### config.mk
export PLATFORM = sky130hd
export DESIGN_NAME = word_splitter_stream
export DESIGN_NICKNAME = d
export VERILOG_FILES = /design/src/rtl/splitter_pkg.sv /design/src/rtl/chunk_ext.sv /design/src/rtl/word_splitter_stream.sv
export SDC_FILE = /design/constraint.sdc
export NUM_CORES = 1
export LEC_CHECK = 0
export BUFFER_PORTS_ARGS = -buffer_cell sky130_fd_sc_hd__clkbuf_2
export CAP_MARGIN = 20
export CORE_ASPECT_RATIO = 1.1
export CORE_MARGIN = 4
export CORE_UTILIZATION = 54
export CTS_CLUSTER_DIAMETER = 100
export DETAILED_ROUTE_END_ITERATION = 6
export PLACE_DENSITY_LB_ADDON = 0.12
export SYNTH_ARGS = -nofsm -noshare
export SYNTH_HDL_FRONTEND = slang
export SYNTH_HIERARCHICAL = 1
export SYNTH_SLANG_ARGS = --single-unit
### constraint.sdc
create_clock -name clk -period 3.25 [get_ports clk]
set_clock_uncertainty 0.05 [all_clocks]
set_input_delay 0.1625 -clock clk [delete_from_list [all_inputs] [get_ports clk]]
set_output_delay 0.1625 -clock clk [all_outputs]
set_load 0.01 [all_outputs]
### src/rtl/splitter_pkg.sv
// Shared types and sizing helpers for the word splitter stream.
package splitter_pkg;

    typedef enum logic {
        IDLE = 1'b0,
        SEND = 1'b1
    } state_e;

    function automatic int chunks(input int in_w, input int chunk_w);
        return in_w / chunk_w;
    endfunction

    // A single-chunk word still gets a one-bit index port.
    function automatic int idx_w(input int n);
        return (n > 1) ? $clog2(n) : 1;
    endfunction

endpackage

### src/rtl/chunk_ext.sv
// Combinational CHUNK_W -> OUT_W extender.
// Zero-extends by default; sign-extends when WORD_SPLITTER_SIGN_EXT_EN is defined.
module chunk_ext #(
    parameter int CHUNK_W = 8,
    parameter int OUT_W   = 16
) (
    input  logic [CHUNK_W-1:0] chunk_in,
    output logic [OUT_W-1:0]   data_out
);

    generate
        if (OUT_W > CHUNK_W) begin : g_pad
`ifdef WORD_SPLITTER_SIGN_EXT_EN
            assign data_out = {{(OUT_W-CHUNK_W){chunk_in[CHUNK_W-1]}}, chunk_in};
`else
            assign data_out = {{(OUT_W-CHUNK_W){1'b0}}, chunk_in};
`endif
        end else begin : g_same
            assign data_out = chunk_in;
        end
    endgenerate

endmodule

### src/rtl/word_splitter_stream.sv
// Splits an IN_W-bit word into CHUNK_W-bit chunks emitted one per cycle on a valid/ready stream.
// Extension mode is chosen in chunk_ext via WORD_SPLITTER_SIGN_EXT_EN.
module word_splitter_stream
    import splitter_pkg::*;
#(
    parameter int IN_W    = 32,
    parameter int CHUNK_W = 8,
    parameter int OUT_W   = 16
) (
    input  logic                                        clk,
    input  logic                                        reset_n,
    input  logic                                        in_valid,
    output logic                                        in_ready,
    input  logic [IN_W-1:0]                             in_data,
    input  logic                                        in_msb_first,
    output logic                                        out_valid,
    input  logic                                        out_ready,
    output logic [OUT_W-1:0]                            out_data,
    output logic [idx_w(chunks(IN_W, CHUNK_W))-1:0]     out_idx,
    output logic                                        out_last
);

    localparam int N  = chunks(IN_W, CHUNK_W);
    localparam int IW = idx_w(N);
    localparam logic [IW-1:0] LAST_IDX = IW'(N - 1);

    state_e            state_q, state_d;
    logic [IN_W-1:0]   word_q, word_d;
    logic              msb_q, msb_d;
    logic [IW-1:0]     count_q, count_d;
    logic              out_valid_q, out_valid_d;
    logic [OUT_W-1:0]  out_data_q, out_data_d;
    logic [IW-1:0]     out_idx_q, out_idx_d;
    logic              out_last_q, out_last_d;

    logic              out_fire;
    logic              in_fire;
    logic [CHUNK_W-1:0] chunk_arr [N];
    logic [CHUNK_W-1:0] chunk_sel;
    logic [OUT_W-1:0]   chunk_wide;

    // Accepting on the last beat keeps the output stream gap-free across words.
    assign out_fire = out_valid_q && out_ready;
    assign in_ready = (state_q == IDLE) || (out_fire && out_last_q);
    assign in_fire  = in_valid && in_ready;

    always_comb begin
        state_d = state_q;
        word_d  = word_q;
        msb_d   = msb_q;
        count_d = count_q;
        if (in_fire) begin
            state_d = SEND;
            word_d  = in_data;
            msb_d   = in_msb_first;
            count_d = '0;
        end else if (out_fire) begin
            if (out_last_q) begin
                state_d = IDLE;
                count_d = '0;
            end else begin
                count_d = count_q + IW'(1);
            end
        end
    end

    generate
        for (genvar gi = 0; gi < N; gi++) begin : g_chunk
            assign chunk_arr[gi] = word_d[gi*CHUNK_W +: CHUNK_W];
        end
    endgenerate

    always_comb begin
        out_idx_d = '0;
        if (state_d == SEND) begin
            out_idx_d = msb_d ? (LAST_IDX - count_d) : count_d;
        end
    end

    assign chunk_sel = chunk_arr[out_idx_d];

    chunk_ext #(
        .CHUNK_W (CHUNK_W),
        .OUT_W   (OUT_W)
    ) u_chunk_ext (
        .chunk_in (chunk_sel),
        .data_out (chunk_wide)
    );

    always_comb begin
        out_valid_d = (state_d == SEND);
        out_data_d  = out_valid_d ? chunk_wide : '0;
        out_last_d  = out_valid_d && (count_d == LAST_IDX);
    end

    // Outputs are registered from next-state values, so backpressure holds them naturally.
    always_ff @(posedge clk or negedge reset_n) begin
        if (!reset_n) begin
            state_q     <= IDLE;
            word_q      <= '0;
            msb_q       <= 1'b0;
            count_q     <= '0;
            out_valid_q <= 1'b0;
            out_data_q  <= '0;
            out_idx_q   <= '0;
            out_last_q  <= 1'b0;
        end else begin
            state_q     <= state_d;
            word_q      <= word_d;
            msb_q       <= msb_d;
            count_q     <= count_d;
            out_valid_q <= out_valid_d;
            out_data_q  <= out_data_d;
            out_idx_q   <= out_idx_d;
            out_last_q  <= out_last_d;
        end
    end

    assign out_valid = out_valid_q;
    assign out_data  = out_data_q;
    assign out_idx   = out_idx_q;
    assign out_last  = out_last_q;

endmodule
==> impl_metrics.py <==
metrics = {
    "status": {
        "status": "complete, no violations",
    },
    "placement": {
        "dp_hpwl_um": 3570,
        "gp_congestion": 0.809,
        "port_buffers": 57,
    },
    "global_route": {
        "antenna_found_initial": 0,
        "grt-ovfl-total": 0,
        "grt_max_degree": 42,
        "gr-usage-all-layers_pct": 17.9,
        "grt_first_pass_wirelength_um": 8090,
        "grt_pass1_vias": 1677,
    },
    "run": {
        "max_cap_viol_count": 0,
    },
    "yosys": {
        "synthCells": 232,
        "synth-xor-area-share_pct": 0.947,
        "synth_area_mm2": 0.00264,
        "yosysUniqueCellTypes": 30,
        "synth.top_cell.area_share_pct": 52.1,
        "yosysWarnings": 6,
        "synth-compound-area-share_pct": 14.9,
        "synthSimpleGateAreaFrac_pct": 13.3,
        "synth_top_family_by_area": "compound AO/OA/AOI/OAI gates",
        "synth.most_common_cell": "dfrtp_1",
        "syn-mean-instance-area_um2": 11.4,
        "yosysTopAreaCell": "dfrtp_1",
        "synth_top_flop_cell": "dfrtp_1",
        "synth_fa_ha_area_share_pct": 0,
        "async_flop_share_pct": 100,
        "synth-seq-area-share_pct": 52.1,
        "synthMuxAreaShare_pct": 10.2,
        "synthTopCellsByCount": "55 x dfrtp_1, 24 x mux2_2, 19 x buf_4, 18 x a21oi_1",
        "synth_edf_count": 0,
        "synth_seq_cells": 55,
        "synthTopCellsByArea": "dfrtp_1 52%, mux2_2 10%, buf_4 5.4%, o32ai_2 4.9%, and2_1 4.0%",
    },
    "sta": {
        "max_slew_margin_pct": 46.9,
        "period_minus_slack_ps": 2530,
        "final-max-slew-violation-count": 0,
        "max_freq_mhz": 395,
        "period_share_pct": 77.9,
        "hold_viol_final": 0,
        "setup-tns-final_ps": 0,
        "grt_setup_unrepaired": "false",
        "worst_slew_pin_slew_ps": 794,
        "finalSetupViolations": 0,
    },
    "cts": {
        "hold_buffers": 1,
        "ctsResizeCount": 0,
        "cts_setup_buffers": 0,
        "clk_root_buffer_cell": "clkbuf_8",
        "clockBufferDepth": 2,
        "htreeDepth": 2,
        "clk_pin_slew_worst_paths_ps": 100,
        "clock-sinks": 55,
        "cts_tree": "yes",
        "cts_buffers": 5,
        "worstSkewPairLatency_ps": 310,
    },
    "route": {
        "viasPerCell": 5.16,
        "drc": 0,
        "drt_wl_total_um": 5000,
        "wl_per_cell_um": 14.9,
        "drtPass1Iterations": 4,
        "first_iter_violations": 96,
        "ant_nets": 0,
        "via_count": 1734,
    },
    "final_layout": {
        "drive_above_1_share_pct": 38.2,
        "seq_area_mm2": 0.00138,
        "fillCellCount": 417,
        "final_nets": 316,
        "syn2layout_area_growth_pct": 12.4,
        "diodes": 0,
        "multi_input_comb_area_mm2": 0.00107,
    },
    "power_and_ir_drop": {
        "internal_power_uw": 1960,
        "power_leakage_uw": 0.00143,
        "ir_worst_vdd_uv": 440,
        "power_frac_comb_pct": 53.1,
        "p_sw_share_pct": 38.0,
        "total_power_uw": 3160,
        "pwr-share-seq_pct": 34.5,
        "power_per_cell_area_mw_per_mm2": 1060,
        "p_clk_share_pct": 12.5,
        "p_sw_uw": 1200,
    },
    "setup_path": {
        "cp.arrival_ps": 2730,
        "crit_type": "flop to flop",
        "r2r_start": "out_valid$_DFF_PN0_",
        "end_kind": "flop",
        "cp.required_ps": 3450,
        "r2r_cells": 7,
        "start_kind": "flop",
        "rr_endpoint": "out_data[2]$_DFF_PN0_",
        "r2r_setup_slack_ps": 720,
        "crit_path_start": "out_valid$_DFF_PN0_",
        "crit_end": "out_data[2]$_DFF_PN0_",
        "crit_fanout": 13,
    },
    "floorplanning": {
        "row_count": 26,
        "coreArea_mm2": 0.00468,
        "die_y_um": 81.4,
        "die_area_mm2": 0.00608,
        "io-pin-count": 58,
        "dieWidth_um": 74.7,
        "start_util_pct": 56.4,
    },
    "min_path": {
        "hold_class": "input port to flop",
    },
}
-- state kept, by name, indices dropped and copies added, names as in the netlist --
signal	count
count_q	2
msb_q	1
out_data	16
out_idx	2
out_last	1
out_valid	1
word_q	32
-- logic make-up (layout without fill, tap and decap cells) --
kind of cell,Yosys count,in the layout
flops,55,55
buf+inv,37,78
other cells,1,8
simple gates,66,66
mux,24,24
compound gates,47,47
xor+xnor,2,2
-- routing by layer --
| metal | track usage [%] | share of wire [%] |
|---|---|---|
| met1 | 23.2 | 46 |
| met3 | 3.96 | 4.6 |
| met5 | 0 | 0 |
| met2 | 29.5 | 48 |
| met4 | 5.87 | 1.4 |
-- final cells by class --
type,count,share of cell area [%]
inverter,7,0.884
clock buffer,7,2.91
sequential,55,46.3
clock inverter,1,0.295
timing repair buffer,63,11.2
tap,56,2.36
multi-input combinational,147,36.0
-- worst min path at each step --
stage | from | endpoint | slack (ps) | depth (start not counted)
6_report | in_data[12] | word_q[12]$_DFF_PN0_ | 50 | 3
5_1_grt | in_data[29] | word_q[29]$_DFF_PN0_ | 50 | 2
4_1_cts | in_data[12] | word_q[12]$_DFF_PN0_ | 50 | 3
3_5_place_dp | reset_n | word_q[19]$_DFF_PN0_ | 50 | 1
3_3_place_gp | reset_n | word_q[19]$_DFF_PN0_ | 50 | 1
2_1_floorplan | reset_n | count_q[0]$_DFF_PN0_ | -180 | 0
-- power groups by stage --
stage / sequential, µW / combinational, µW / clock [µW]
2_1_floorplan: 1130 / 1550 / 0
3_3_place_gp: 1100 / 1660 / 0
3_5_place_dp: 1110 / 1690 / 0
4_1_cts: 1090 / 1700 / 407
5_1_grt: 1120 / 1860 / 427
6_report: 1090 / 1680 / 394
-- worst max-delay path: stages (launching register included) --
cell and delay [ps]:
dfrtp_1 460, a21boi_4 320, inv_1 230, a32oi_4 340, xor2_2 490, a21oi_1 180
o32ai_2 260, and2_1 150
-- per-stage QoR --
step	util (%)	std cells	hold slack [ps]	worst slack [ps]	area (µm²)
global placement	61.2	327	53.4	789	2870
global route	63.4	336	50.5	465	2970
detailed placement	61.2	327	54.5	723	2870
finish	63.4	336	51.2	718	2970
floorplan	-	239	-183	847	2670
CTS	63.4	336	45.8	707	2970
-- cell usage in the layout, fill, tap and decap left out, types with 3 or more instances in the layout --
cell / count
a21oi_1: 18
and2_1: 17
buf_4: 5
clkbuf_2: 57
clkbuf_8: 6
conb_1: 8
dfrtp_1: 55
inv_1: 7
mux2_2: 24
nand2_1: 11
nand2b_1: 3
nand3_1: 17
nor2_1: 4
nor3_1: 9
o211ai_1: 8
o21ai_0: 8
o32ai_2: 8
Power figures use the tool's default switching activity.
